`config.mk`:
```
export PLATFORM = sky130hd
export DESIGN_NAME = request_encoder8_flat
export DESIGN_NICKNAME = d
export VERILOG_FILES = /design/src/rtl/enc_pkg.sv /design/src/rtl/request_encoder8_if.sv /design/src/rtl/prio_find.sv /design/src/rtl/request_encoder8.sv /design/src/flat_wrapper.sv
export SDC_FILE = /design/constraint.sdc
export NUM_CORES = 1
export LEC_CHECK = 0
export CAP_MARGIN = 5
export CORE_ASPECT_RATIO = 0.7
export CORE_MARGIN = 3
export CORE_UTILIZATION = 48
export CTS_CLUSTER_DIAMETER = 50
export DETAILED_ROUTE_END_ITERATION = 6
export PLACE_DENSITY = 0.76
export SYNTH_ARGS = -nofsm -noshare
export SYNTH_HDL_FRONTEND = slang
export SYNTH_HIERARCHICAL = 1
export SYNTH_SLANG_ARGS = --single-unit
```
`constraint.sdc`:
```
create_clock -name clk -period 2.5 [get_ports clk]
set_input_delay 0.75 -clock clk [delete_from_list [all_inputs] [get_ports clk]]
set_output_delay 0.75 -clock clk [all_outputs]
set_load 0.01 [all_outputs]
```
`src/rtl/enc_pkg.sv`:
```
// Shared types and sizing for the request encoder: line count, code width and FSM states.
package enc_pkg;

  localparam int ENC_N = 8;
  localparam int ENC_W = $clog2(ENC_N);

  typedef enum logic {ENC_IDLE, ENC_HOLD} enc_state_t;

  typedef logic [ENC_W-1:0] enc_code_t;

endpackage

```
`src/rtl/request_encoder8_if.sv`:
```
// Request/code handshake bundle between event sources, the encoder and the code consumer.
interface request_encoder8_if
  import enc_pkg::*;
#(
  parameter int N = ENC_N
) ();

  logic [N-1:0]         req;
  logic [$clog2(N)-1:0] code;
  logic                 valid;
  logic                 ack;
  logic [N-1:0]         pending;

  modport master (output req, output ack, input code, input valid, input pending);
  modport slave  (input req, input ack, output code, output valid, output pending);

endinterface

```
`src/rtl/prio_find.sv`:
```
// Combinational search for the first set bit of vec at or after start, wrapping modulo N.
module prio_find #(
  parameter int N = 8
) (
  input  logic [N-1:0]         vec,
  input  logic [$clog2(N)-1:0] start,
  output logic [$clog2(N)-1:0] idx,
  output logic                 found
);

  localparam int W = $clog2(N);

  logic [W-1:0] pos;

  // Scan farthest offset first so the nearest hit to start is the last one written.
  always_comb begin
    idx   = '0;
    found = 1'b0;
    pos   = '0;
    for (int i = N - 1; i >= 0; i--) begin
      pos = start + W'(i);
      if (vec[pos]) begin
        idx   = pos;
        found = 1'b1;
      end
    end
  end

endmodule

```
`src/rtl/request_encoder8.sv`:
```
// Sticky request capture serialised into codes with a valid/ack handshake.
// Define ENC_ROUND_ROBIN_EN for rotating priority; default is fixed priority, index 0 highest.
module request_encoder8
  import enc_pkg::*;
#(
  parameter int N = ENC_N
) (
  input  logic              clk,
  input  logic              rst_n,
  request_encoder8_if.slave bus
);

  localparam int W = $clog2(N);

  enc_state_t   state, next_state;
  logic [N-1:0] pending, clr_mask, cand;
  logic [W-1:0] code, code_next, start, idx;
  logic         valid, valid_next, accept, found;

  assign accept   = valid & bus.ack;
  assign clr_mask = accept ? (N'(1) << code) : '0;
  // A request arriving with its own ack re-sets the bit: set wins over clear.
  assign cand     = (pending & ~clr_mask) | bus.req;

`ifdef ENC_ROUND_ROBIN_EN
  logic [W-1:0] rr_ptr;

  always_ff @(posedge clk or negedge rst_n) begin
    if (!rst_n) begin
      rr_ptr <= '0;
    end else if (accept) begin
      rr_ptr <= code + 1'b1;
    end
  end

  // Search from the pointer value that takes effect at this same edge.
  assign start = accept ? (code + 1'b1) : rr_ptr;
`else
  assign start = '0;
`endif

  prio_find #(.N(N)) u_find (
    .vec   (cand),
    .start (start),
    .idx   (idx),
    .found (found)
  );

  always_ff @(posedge clk or negedge rst_n) begin
    if (!rst_n) begin
      state   <= ENC_IDLE;
      pending <= '0;
      code    <= '0;
      valid   <= 1'b0;
    end else begin
      state   <= next_state;
      pending <= cand;
      code    <= code_next;
      valid   <= valid_next;
    end
  end

  always_comb begin
    next_state = state;
    code_next  = code;
    valid_next = valid;
    case (state)
      ENC_IDLE: begin
        if (found) begin
          code_next  = idx;
          valid_next = 1'b1;
          next_state = ENC_HOLD;
        end
      end
      ENC_HOLD: begin
        if (bus.ack) begin
          if (found) begin
            code_next = idx;
          end else begin
            valid_next = 1'b0;
            next_state = ENC_IDLE;
          end
        end
      end
      default: begin
        next_state = ENC_IDLE;
        valid_next = 1'b0;
      end
    endcase
  end

  assign bus.code    = code;
  assign bus.valid   = valid;
  assign bus.pending = pending;

endmodule
```
`src/flat_wrapper.sv`:
```
// flat-port wrapper written by rule: the top's interface ports become plain ports
module request_encoder8_flat import enc_pkg::*;
#(
  parameter int N = ENC_N
)
  (clk, rst_n, bus_req, bus_ack, bus_code, bus_valid, bus_pending);
  request_encoder8_if #(.N(N)) bus_i ();
  input  logic clk;
  input  logic rst_n;
  input wire logic [$bits(bus_i.req)-1:0] bus_req;
  input wire logic [$bits(bus_i.ack)-1:0] bus_ack;
  output wire logic [$bits(bus_i.code)-1:0] bus_code;
  output wire logic [$bits(bus_i.valid)-1:0] bus_valid;
  output wire logic [$bits(bus_i.pending)-1:0] bus_pending;
  assign bus_i.req = bus_req;
  assign bus_i.ack = bus_ack;
  assign bus_code = bus_i.code;
  assign bus_valid = bus_i.valid;
  assign bus_pending = bus_i.pending;
  request_encoder8 #(.N(N)) u_core (.clk(clk), .rst_n(rst_n), .bus(bus_i));
endmodule
```
==> run_results.csv, run 1 <==
group,metric,value,unit
global_routing,gr-max-usage-layer,"met2",
floorplanning,core-area,2550,um2
floorplanning,fp.dieH,50,um
timing,period_needed,2950,ps
layout,seq_area,327,um2
critical_path,slowest_delay,530,ps
timing,fmax,339,MHz
power,p_comb_share,28.3,%
logic_synthesis,syn_avg_cell_area,9.69,um2
power,ir_drop,0.340,mV
floorplanning,dieArea,3440,um2
detailed_routing,wl_per_cell,21.6,um
power,pwr-share-clk,33.3,%
timing,clock_skew,3.69,ps
timing,min_period_over_period,118,%
detailed_routing,ant_nets,0,
power,sequentialPowerShare,38.4,%
layout,multi_input_area,1060,um2
detailed_routing,drtIter0Drc,244,
global_routing,grt_antenna_before_repair,0,
floorplanning,die_x,68.9,um
logic_synthesis,synth_cells,137,
clock_tree,clock-sinks,13,
place,place_ws,-1150,ps
critical_path,startpoint_type,"input pin",
place,gp_congestion,1.01,
global_routing,gr-total-overflow,0,
logic_synthesis,ys_top_cells_by_area,"dfrtp_1 (25%), mux4_1 (9.9%), mux4_2 (8.5%), mux2_4 (4.5%), nand2b_1 (4.2%)",
detailed_routing,routed_wl,5180,um
layout,drive_gt1_share,40.8,%
power,p_leak,0.866,nW
critical_path,rr_startpoint,"u_core/bus.code[1]$_DFFE_PN0P_",
clock_tree,cts_max_level,1,
worst_hold_path,hold_end,"u_core/bus.valid$_DFFE_PN0P_",
detailed_routing,drc_errors,0,
timing,setup_viol,5,
timing,finalHoldViolCount,0,
place,hpwlAfterDp,3210,um
global_routing,use_met1,45.4,%
worst_hold_path,min_from,"u_core/state$_DFF_PN0_",
logic_synthesis,ys_seq_area_share,24.5,%
worst_hold_path,hold_depth,1,
power,internal_power,0.412,mW
critical_path,r2r_slack,-390,ps
detailed_routing,via_count,1554,
logic_synthesis,synth-seq-cells,13,
logic_synthesis,synthFlopType,"dfrtp_1",
logic_synthesis,yosysUniqueCellTypes,47,
layout,final_common_cell,"buf_4",
critical_path,crit_chain,"buf_8, nand3_4, o21ai_0, nand2b_4, mux4_2, buf_6, nor4_4, nand4_1, nand2_4, mux2_4",
power,p_per_area,292,nW/um2
layout,diodes,0,
floorplanning,rows,15,
logic_synthesis,synth_top_area_share,24.5,%
global_routing,grt_pass1_vias,1622,
clock_tree,cts_root_buffer,"clkbuf_8",
clock_tree,cts_tree,"done",
timing,holdWs,571,ps
place,io_buffers,22,
power,switching_power,0.182,mW
critical_path,arrival,3080,ps
run_status,status,"finished, violations left",
global_routing,grtUsageMet3,10.0,%
worst_hold_path,hold_path.class,"reg2reg",
critical_path,reg2reg_depth,10,
clock_tree,cts_buffers,3,
timing,max_slew_margin,55.7,%
critical_path,critPathRequiredTime,2630,ps
global_routing,track_usage,34.2,%
critical_path,cpLargestDelayFamily,"simple AND/OR/NAND/NOR gates",
floorplanning,num_io_pins,23,
layout,final_nets,220,
critical_path,r2r-end,"u_core/bus.code[0]$_DFFE_PN0P_",
critical_path,cp_num_buf_inv,2,
logic_synthesis,async_flop_share,100,%
logic_synthesis,yosys_warnings,6,
run_status,violations,"setup timing",
timing,fin_ws,-452,ps
detailed_routing,routed_via_density,6.48,
power,swShare,30.6,%
global_routing,grt_max_degree,20,
logic_synthesis,syn_area,1330,um2
logic_synthesis,synth_edf_count,0,
clock_tree,clk_latency,250,ps
floorplanning,initial_utilization,52.0,%
critical_path,crit_fanout,4,
critical_path,cp-end-kind,"flip-flop",
layout,mostFrequentLayoutCells,"buf_4 (37), clkdlybuf4s50_1 (17), dfrtp_1 (12), nand2_1 (11)",
global_routing,grt_pass1_wl,8440,um
global_routing,grt_use_met2,51.4,%
job,max_cap_violations,0,
timing,slew_violations,0,
critical_path,crit_slowest_cell,"mux4_2",
clock_tree,clk_pin_slew_worst_paths,60,ps
layout,fill_cells,150,
critical_path,crit_type,"in2reg",
clock_tree,cts_hold_buf,0,
clock_tree,cts.path.max_buffers,2,
timing,grt_setup_unrepaired,"true",
timing,timing_worst_slew_pin_value,663,ps
detailed_routing,drtPass1Iterations,5,
logic_synthesis,yosysTopAreaCell,"dfrtp_1",
layout,syn_to_final_growth,53.3,%
==> worst reg2reg max path, cell delays in order, from the launching register on <==
cell and delay, ps:
dfrtp_2 460, nand2b_1 230, o21ai_4 190, nand2b_4 70, mux4_2 500, mux2_4 300, o21ai_2 110, a31oi_1 90
o21bai_1 230, mux2_4 340, mux2_4 270
==> per-stage QoR <==
| step | instance area [um2] | utilization, % | TNS, ps | std cells | power, mW |
|---|---|---|---|---|---|
| 3_5_place_dp | 1840 | 72.2 | -5330 | 229 | 0.370 |
| 4_1_cts | 2010 | 78.6 | -1550 | 239 | 0.569 |
| 3_3_place_gp | 1840 | 72.2 | -5380 | 229 | 0.365 |
| 5_1_grt | 2040 | 79.8 | -2070 | 240 | 0.623 |
| 6_report | 2040 | 79.8 | -2040 | 240 | 0.594 |
| 2_1_floorplan | 1370 | - | -1150 | 146 | 0.316 |
==> repair_timing <==
action	CTS	global route
gates resized for setup	35	7
buffers inserted	6	1
pin swaps	11	8
endpoints found under the setup margin	5	5
==> Yosys cell counts (3+ instances only) <==
master    count
buf_4         3
dfrtp_1      13
nand2b_1      9
mux2_2        4
mux2i_1       4
nand2_1      11
a21oi_1       8
nor4_1        3
mux2_4        4
nor2_1       10
a31oi_1       4
inv_1         7
o21ai_0       8
mux4_1        5
mux4_2        5
==> power by group through the flow <==
stage | Clock, mW | Combinational [mW] | Sequential [mW]
floorplan | 0 | 0.0855 | 0.231
global placement | 0 | 0.136 | 0.229
detailed placement | 0 | 0.140 | 0.229
CTS | 0.196 | 0.147 | 0.227
global route | 0.216 | 0.178 | 0.228
finish | 0.198 | 0.168 | 0.228
==> flip-flops by register name (all words and copies together), names as in the netlist <==
signal,flops
u_core/bus.pending,8
u_core/bus.code,3
u_core/bus.valid,1
u_core/state,1
==> layout make-up <==
class | count | area share, %
Clock buffer | 4 | 2.21
Multi-Input combinational cell | 120 | 52.1
Tap cell | 34 | 2.09
Timing Repair Buffer | 62 | 26.1
Inverter | 7 | 1.41
Sequential cell | 13 | 16.0
==> layer usage <==
layer	routed length, um	up-vias
met5	0	-
met4	227	0
met3	589	33
met2	2360	142
met1	2000	728
li1	-	651
==> worst max path at each step <==
stage / startpoint / endpoint / slack, ps / cells past startpoint
after detailed placement: bus_ack / u_core/bus.code[0]$_DFFE_PN0P_ / -1150 / 12
after floorplan: bus_ack / u_core/bus.code[0]$_DFFE_PN0P_ / -390 / 10
after CTS: bus_ack / u_core/bus.code[0]$_DFFE_PN0P_ / -380 / 12
final: bus_ack / u_core/bus.code[1]$_DFFE_PN0P_ / -450 / 10
after global placement: bus_ack / u_core/bus.code[1]$_DFFE_PN0P_ / -1120 / 11
after global routing: bus_ack / u_core/bus.code[0]$_DFFE_PN0P_ / -490 / 12
==> cell families after synthesis <==
family,after synthesis,share of synthesized area (%)
compound gates,36,17.4
xor+xnor,3,1.98
fa+ha+maj,2,1.88
buf+inv,13,5.09
flops,13,24.5
mux,23,30.2
other cells,1,0.282
simple gates,46,18.7
Note: power is estimated with default switching activity, not from simulation.
==> run 2: changes to the inputs <==
--- a/config.mk
+++ b/config.mk
@@ -7,7 +7,7 @@
 export LEC_CHECK = 0
 export CAP_MARGIN = 5
 export CORE_ASPECT_RATIO = 0.7
-export CORE_MARGIN = 3
+export CORE_MARGIN = 1
 export CORE_UTILIZATION = 48
 export CTS_CLUSTER_DIAMETER = 50
 export DETAILED_ROUTE_END_ITERATION = 6
==> run 2 against run 1 <==
Net effect: the run still ends with setup timing left; worst hold slack worse by 11 ps; first-iteration DRC count is 35% lower; largest power group unchanged; critical path depth is 1 higher; critical path type unchanged; combinational power is 7% higher; highest routed layer unchanged; register-to-register slack worse by 20 ps; sequential power hardly changed.
==> run_results.csv, run 2 (same netlist as run 1, synthesis figures left out) <==
group,metric,value,unit
timing,finalHoldViolCount,0,
layout,final_core_util,81.8,%
global_routing,grt_pass1_vias,1466,
run_status,violations,"setup timing",
clock_tree,cts.path.max_buffers,2,
global_routing,track_usage,35.0,%
critical_path,slowest_delay,480,ps
detailed_routing,drtPass1Iterations,4,
job,max_cap_violations,0,
worst_hold_path,hold_path.class,"reg2reg",
layout,mostFrequentLayoutCells,"buf_4 (39), clkdlybuf4s50_1 (16), dfrtp_1 (13), nand2_1 (11)",
timing,period_needed,2920,ps
detailed_routing,routed_wl,5110,um
global_routing,gr-total-overflow,0,
global_routing,grt_max_degree,20,
detailed_routing,wl_per_cell,21.2,um
timing,timing_worst_slew_pin_value,630,ps
timing,max_slew_margin,57.8,%
floorplanning,initial_utilization,52.4,%
layout,final_common_cell,"buf_4",
critical_path,critPathRequiredTime,2630,ps
global_routing,grt_antenna_before_repair,0,
critical_path,startpoint_type,"input pin",
layout,final_nets,221,
clock_tree,cts_buffers,3,
timing,slew_violations,0,
layout,largestRegisters,"u_core/bus.pending x8, u_core/bus.code x3",
place,gp_congestion,0.985,
critical_path,crit_path_frequent_cell,"mux2_4",
run_status,status,"finished, violations left",
place,hpwlAfterDp,3320,um
clock_tree,cts_max_level,1,
critical_path,crit_slowest_cell,"mux4_2",
layout,largest_register_ffs,8,
critical_path,crit_fanout,3,
timing,min_period_over_period,117,%
timing,setup_viol,5,
critical_path,crit_chain,"buf_8, nand3_4, o21ai_4, nand2b_4, mux4_2, mux2_4, o21ai_2, a31oi_1, o21bai_1, mux2_4, mux2_4",
timing,fin_ws,-423,ps
floorplanning,core-area,2530,um2
detailed_routing,routed_via_density,6.28,
detailed_routing,drc_errors,0,
floorplanning,fp.dieH,46,um
place,place_ws,-1070,ps
critical_path,cp-end-kind,"flip-flop",
clock_tree,clock-sinks,13,
clock_tree,cts_tree,"done",
critical_path,arrival,3050,ps
layout,drive_gt1_share,44.0,%
detailed_routing,ant_nets,0,
floorplanning,num_io_pins,23,
clock_tree,clk_latency,250,ps
global_routing,grt_pass1_wl,7370,um
floorplanning,dieArea,2980,um2
critical_path,crit_type,"in2reg",
floorplanning,rows,15,
power,ir_drop,0.299,mV
detailed_routing,via_count,1514,
power,p_per_area,291,nW/um2
layout,diodes,0,
floorplanning,die_x,64.9,um
timing,clock_skew,7.25,ps
clock_tree,cts_root_buffer,"clkbuf_8",
place,io_buffers,22,
timing,fmax,342,MHz
power,p_leak,0.895,nW
clock_tree,clk_pin_slew_worst_paths,60,ps
layout,syn_to_final_growth,56.2,%
detailed_routing,drtIter0Drc,159,
layout,top_register,"u_core/bus.pending",
timing,grt_setup_unrepaired,"true",
run 2: changes by cell type in the layout (fill, tap and decap cells not counted), moves of 2 or more:
cell,change
buf_4,+2
nand2b_1,-2
nand2b_4,+2
o21ai_0,-2
o21ai_2,+3
run 2: path summary, 6_finish.rpt:
| path | startpoint | end | slack [ps] | depth (start not counted) |
|---|---|---|---|---|
| worst max-delay path | bus_ack | u_core/bus.code[0]$_DFFE_PN0P_ | -420 | 11 |
| min in group asynchronous | rst_n | u_core/bus.pending[6]$_DFF_PN0_ | 890 | 1 |
| worst max register to register | u_core/bus.code[1]$_DFFE_PN0P_ | u_core/bus.code[0]$_DFFE_PN0P_ | -410 | 10 |
| worst min-delay path | u_core/state$_DFF_PN0_ | u_core/bus.valid$_DFFE_PN0P_ | 560 | 1 |
| max in group asynchronous | rst_n | u_core/bus.code[2]$_DFFE_PN0P_ | 1200 | 1 |
| worst min register to register | u_core/state$_DFF_PN0_ | u_core/bus.valid$_DFFE_PN0P_ | 560 | 1 |
run 2: per-stage QoR:
step	hold WS (ps)	setup TNS, ps	power (mW)	std cells	cell area (um2)
2_1_floorplan	454	-1150	0.316	146	1370
3_3_place_gp	527	-4930	0.371	226	1820
3_5_place_dp	548	-5170	0.374	226	1820
4_1_cts	554	-964	0.578	238	2030
5_1_grt	600	-1980	0.623	241	2070
6_report	560	-1540	0.604	241	2070
run 2: final cells by class:
cell class                 instances  area (um2)
clock inverter                     1        5.00
sequential                        13         325
multi-input combinational        120        1100
timing repair buffer              63         534
tap                               34        42.5
fill                             150         460
clock buffer                       3        41.3
inverter                           7        26.3
run 2: critical path, delay by kind of cell:
family / cells / cell delay (ps)
multiplexers: 4 / 1400
AO/OA/AOI/OAI: 4 / 650
AND/OR/NAND/NOR: 2 / 170
buffers and inverters: 1 / 80
run 2: repair_timing:
item                       CTS  global route
setup buffers                8             3
resized for setup           46             4
hold buffers                 0             0
hold endpoints to repair     0             0
setup endpoints to repair    5             5
pin swaps                   19             7
run 2: metal layers:
metal	vias up	routed length, um	GRT usage [%]
li1	649	-	-
met1	746	2000	42.3
met2	97	2530	62.9
met4	0	143	10.2
met5	-	0	0
met3	22	435	8.75
run 2: power by group:
part / total (mW) / leakage (nW) / switching [mW] / internal, mW
Clock: 0.196 / 0.0255 / 0.0852 / 0.110
Sequential: 0.228 / 0.127 / 0.0121 / 0.216
Combinational: 0.180 / 0.743 / 0.0890 / 0.0907
==> run 3: changes to the inputs <==
--- a/config.mk
+++ b/config.mk
@@ -5,8 +5,8 @@
 export SDC_FILE = /design/constraint.sdc
 export NUM_CORES = 1
 export LEC_CHECK = 0
-export CAP_MARGIN = 5
-export CORE_ASPECT_RATIO = 0.7
+export CAP_MARGIN = 40
+export CORE_ASPECT_RATIO = 1.2
 export CORE_MARGIN = 1
 export CORE_UTILIZATION = 48
 export CTS_CLUSTER_DIAMETER = 50
==> run 3 against run 2 <==
Net effect: the flow still finishes with violations (setup timing); setup slack improved by 36 ps; final cell count increased by 6.2%; design area increased by 6.3%; clock-buffer cell count increased by 1; wire length increased by 5.7%; clock power decreased by 31%; via count increased by 7.2%; global-route usage decreased by 0.40 points; clock skew decreased by 1.3 ps; utilization increased by 3.7 points; sequential power decreased by 3%; worst hold slack improved by 1.5 ps; critical path type unchanged; highest routed layer unchanged.
==> run_results.csv, run 3 (same netlist as run 1, synthesis figures left out) <==
group,metric,value,unit
timing,setup_viol,5,
timing,fmax,346,MHz
floorplanning,die_x,50.0,um
layout,mostFrequentLayoutCells,"buf_4 (43), clkdlybuf4s50_1 (19), buf_6 (14), dfrtp_1 (12), nand2_1 (11)",
place,io_buffers,22,
floorplanning,rows,20,
power,p_per_area,246,nW/um2
clock_tree,cts_max_level,1,
clock_tree,cts_root_buffer,"clkbuf_4",
critical_path,crit_fanout,3,
timing,period_needed,2890,ps
global_routing,track_usage,34.6,%
critical_path,cp-end-kind,"flip-flop",
detailed_routing,routed_wl,5400,um
clock_tree,clk_latency,280,ps
layout,final_nets,237,
timing,timing_worst_slew_pin_value,612,ps
place,place_ws,-1080,ps
global_routing,use_met1,42.5,%
layout,final_core_util,85.5,%
global_routing,grt_pass1_vias,1505,
run_status,status,"finished, violations left",
critical_path,arrival,3060,ps
detailed_routing,drtIter0Drc,99,
power,power,0.542,mW
clock_tree,clk_pin_slew_worst_paths,80,ps
floorplanning,dieArea,2980,um2
power,p_leak,0.947,nW
global_routing,gr-max-usage-layer,"met2",
global_routing,grt_pass1_wl,7440,um
layout,drive_gt1_share,46.6,%
clock_tree,cts_tree,"done",
global_routing,grt_antenna_before_repair,0,
place,gp_congestion,0.872,
global_routing,grt_max_degree,20,
timing,holdWs,562,ps
timing,fin_ws,-387,ps
timing,finalHoldViolCount,0,
detailed_routing,routed_via_density,6.34,
global_routing,grtUsageMet3,8.46,%
global_routing,gr-total-overflow,0,
place,place_area,1850,um2
floorplanning,core-area,2580,um2
detailed_routing,drtPass1Iterations,5,
floorplanning,num_io_pins,23,
layout,diodes,0,
critical_path,startpoint_type,"input pin",
timing,clock_skew,5.90,ps
job,max_cap_violations,0,
layout,largestRegisters,"u_core/bus.pending x8, u_core/bus.code x3",
layout,syn_to_final_growth,66.0,%
power,ir_drop,0.290,mV
layout,fill_cells,104,
critical_path,critPathRequiredTime,2670,ps
clock_tree,clock-sinks,13,
layout,final_common_cell,"buf_4",
detailed_routing,ant_nets,0,
clock_tree,cts_buffers,3,
layout,fin_cells,256,
floorplanning,fp.dieH,59.6,um
global_routing,grt_use_met2,58.3,%
floorplanning,initial_utilization,51.5,%
timing,tns,-1620,ps
critical_path,crit_type,"in2reg",
timing,grt_setup_unrepaired,"true",
worst_hold_path,hold_path.class,"reg2reg",
place,place_inst,229,
detailed_routing,via_count,1623,
place,hpwlAfterDp,3190,um
clock_tree,cts.path.max_buffers,2,
timing,slew_violations,0,
layout,top_register,"u_core/bus.pending",
timing,min_period_over_period,115,%
run_status,violations,"setup timing",
layout,largest_register_ffs,8,
detailed_routing,drc_errors,0,
timing,max_slew_margin,59.1,%
detailed_routing,wl_per_cell,21.1,um
layout,final_cell_area,2200,um2
==> run 3: cell types whose count changed in the layout (fill, tap and decap cells not counted), moves of 3 or more <==
cell	before	now
clkbuf_8	3	0
buf_6	2	14
clkdlybuf4s50_1	16	19
buf_4	39	43
clkbuf_4	0	3
dlygate4sd2_1	5	1
==> run 3: worst paths after layout <==
check                                          startpoint                              end  slack (ps)  depth (start not counted)
setup / recovery                               bus_req[1]   u_core/bus.code[0]$_DFFE_PN0P_        -390                          7
hold reg to reg                    u_core/state$_DFF_PN0_     u_core/bus.valid$_DFFE_PN0P_         560                          1
hold / removal                     u_core/state$_DFF_PN0_     u_core/bus.valid$_DFFE_PN0P_         560                          1
min in group asynchronous                           rst_n  u_core/bus.pending[0]$_DFF_PN0_         840                          1
setup reg to reg           u_core/bus.code[1]$_DFFE_PN0P_   u_core/bus.code[0]$_DFFE_PN0P_        -350                         10
max in group asynchronous                           rst_n   u_core/bus.code[0]$_DFFE_PN0P_        1220                          1
==> run 3: power by group <==
part           internal [mW]  switching [mW]  total, mW
logic                 0.0925          0.0921      0.185
registers              0.216         0.00540      0.222
clock network         0.0620          0.0733      0.135
==> run 3: final cells by class <==
type | instances | area (um2) | share of cell area (%)
Tap cell | 33 | 41.3 | 1.87
Clock buffer | 4 | 26.3 | 1.19
Inverter | 7 | 26.3 | 1.19
Timing Repair Buffer | 79 | 699 | 31.7
Multi-Input combinational cell | 120 | 1080 | 49.2
Sequential cell | 13 | 327 | 14.8
==> run 3: timing repair <==
action | in CTS | in global routing
setup buffers | 18 | 5
hold buffers | 0 | 0
endpoints found under the hold margin | 0 | 0
endpoints found under the setup margin | 5 | 6
resized for setup | 36 | 21
pin swaps | 21 | 9
==> run 3: critical path, stage by stage <==
cell and delay, ps:
clkdlybuf4s50_1 400, nand2b_1 190, mux4_2 550, mux2_2 320, o21bai_1 220, mux2_1 340, mux2_4 270
==> run 3: per-layer routing <==
layer / vias to the layer above / routed length, um
met4: 0 / 250
met3: 28 / 507
met2: 130 / 2720
li1: 678 / -
met1: 787 / 1920
met5: - / 0
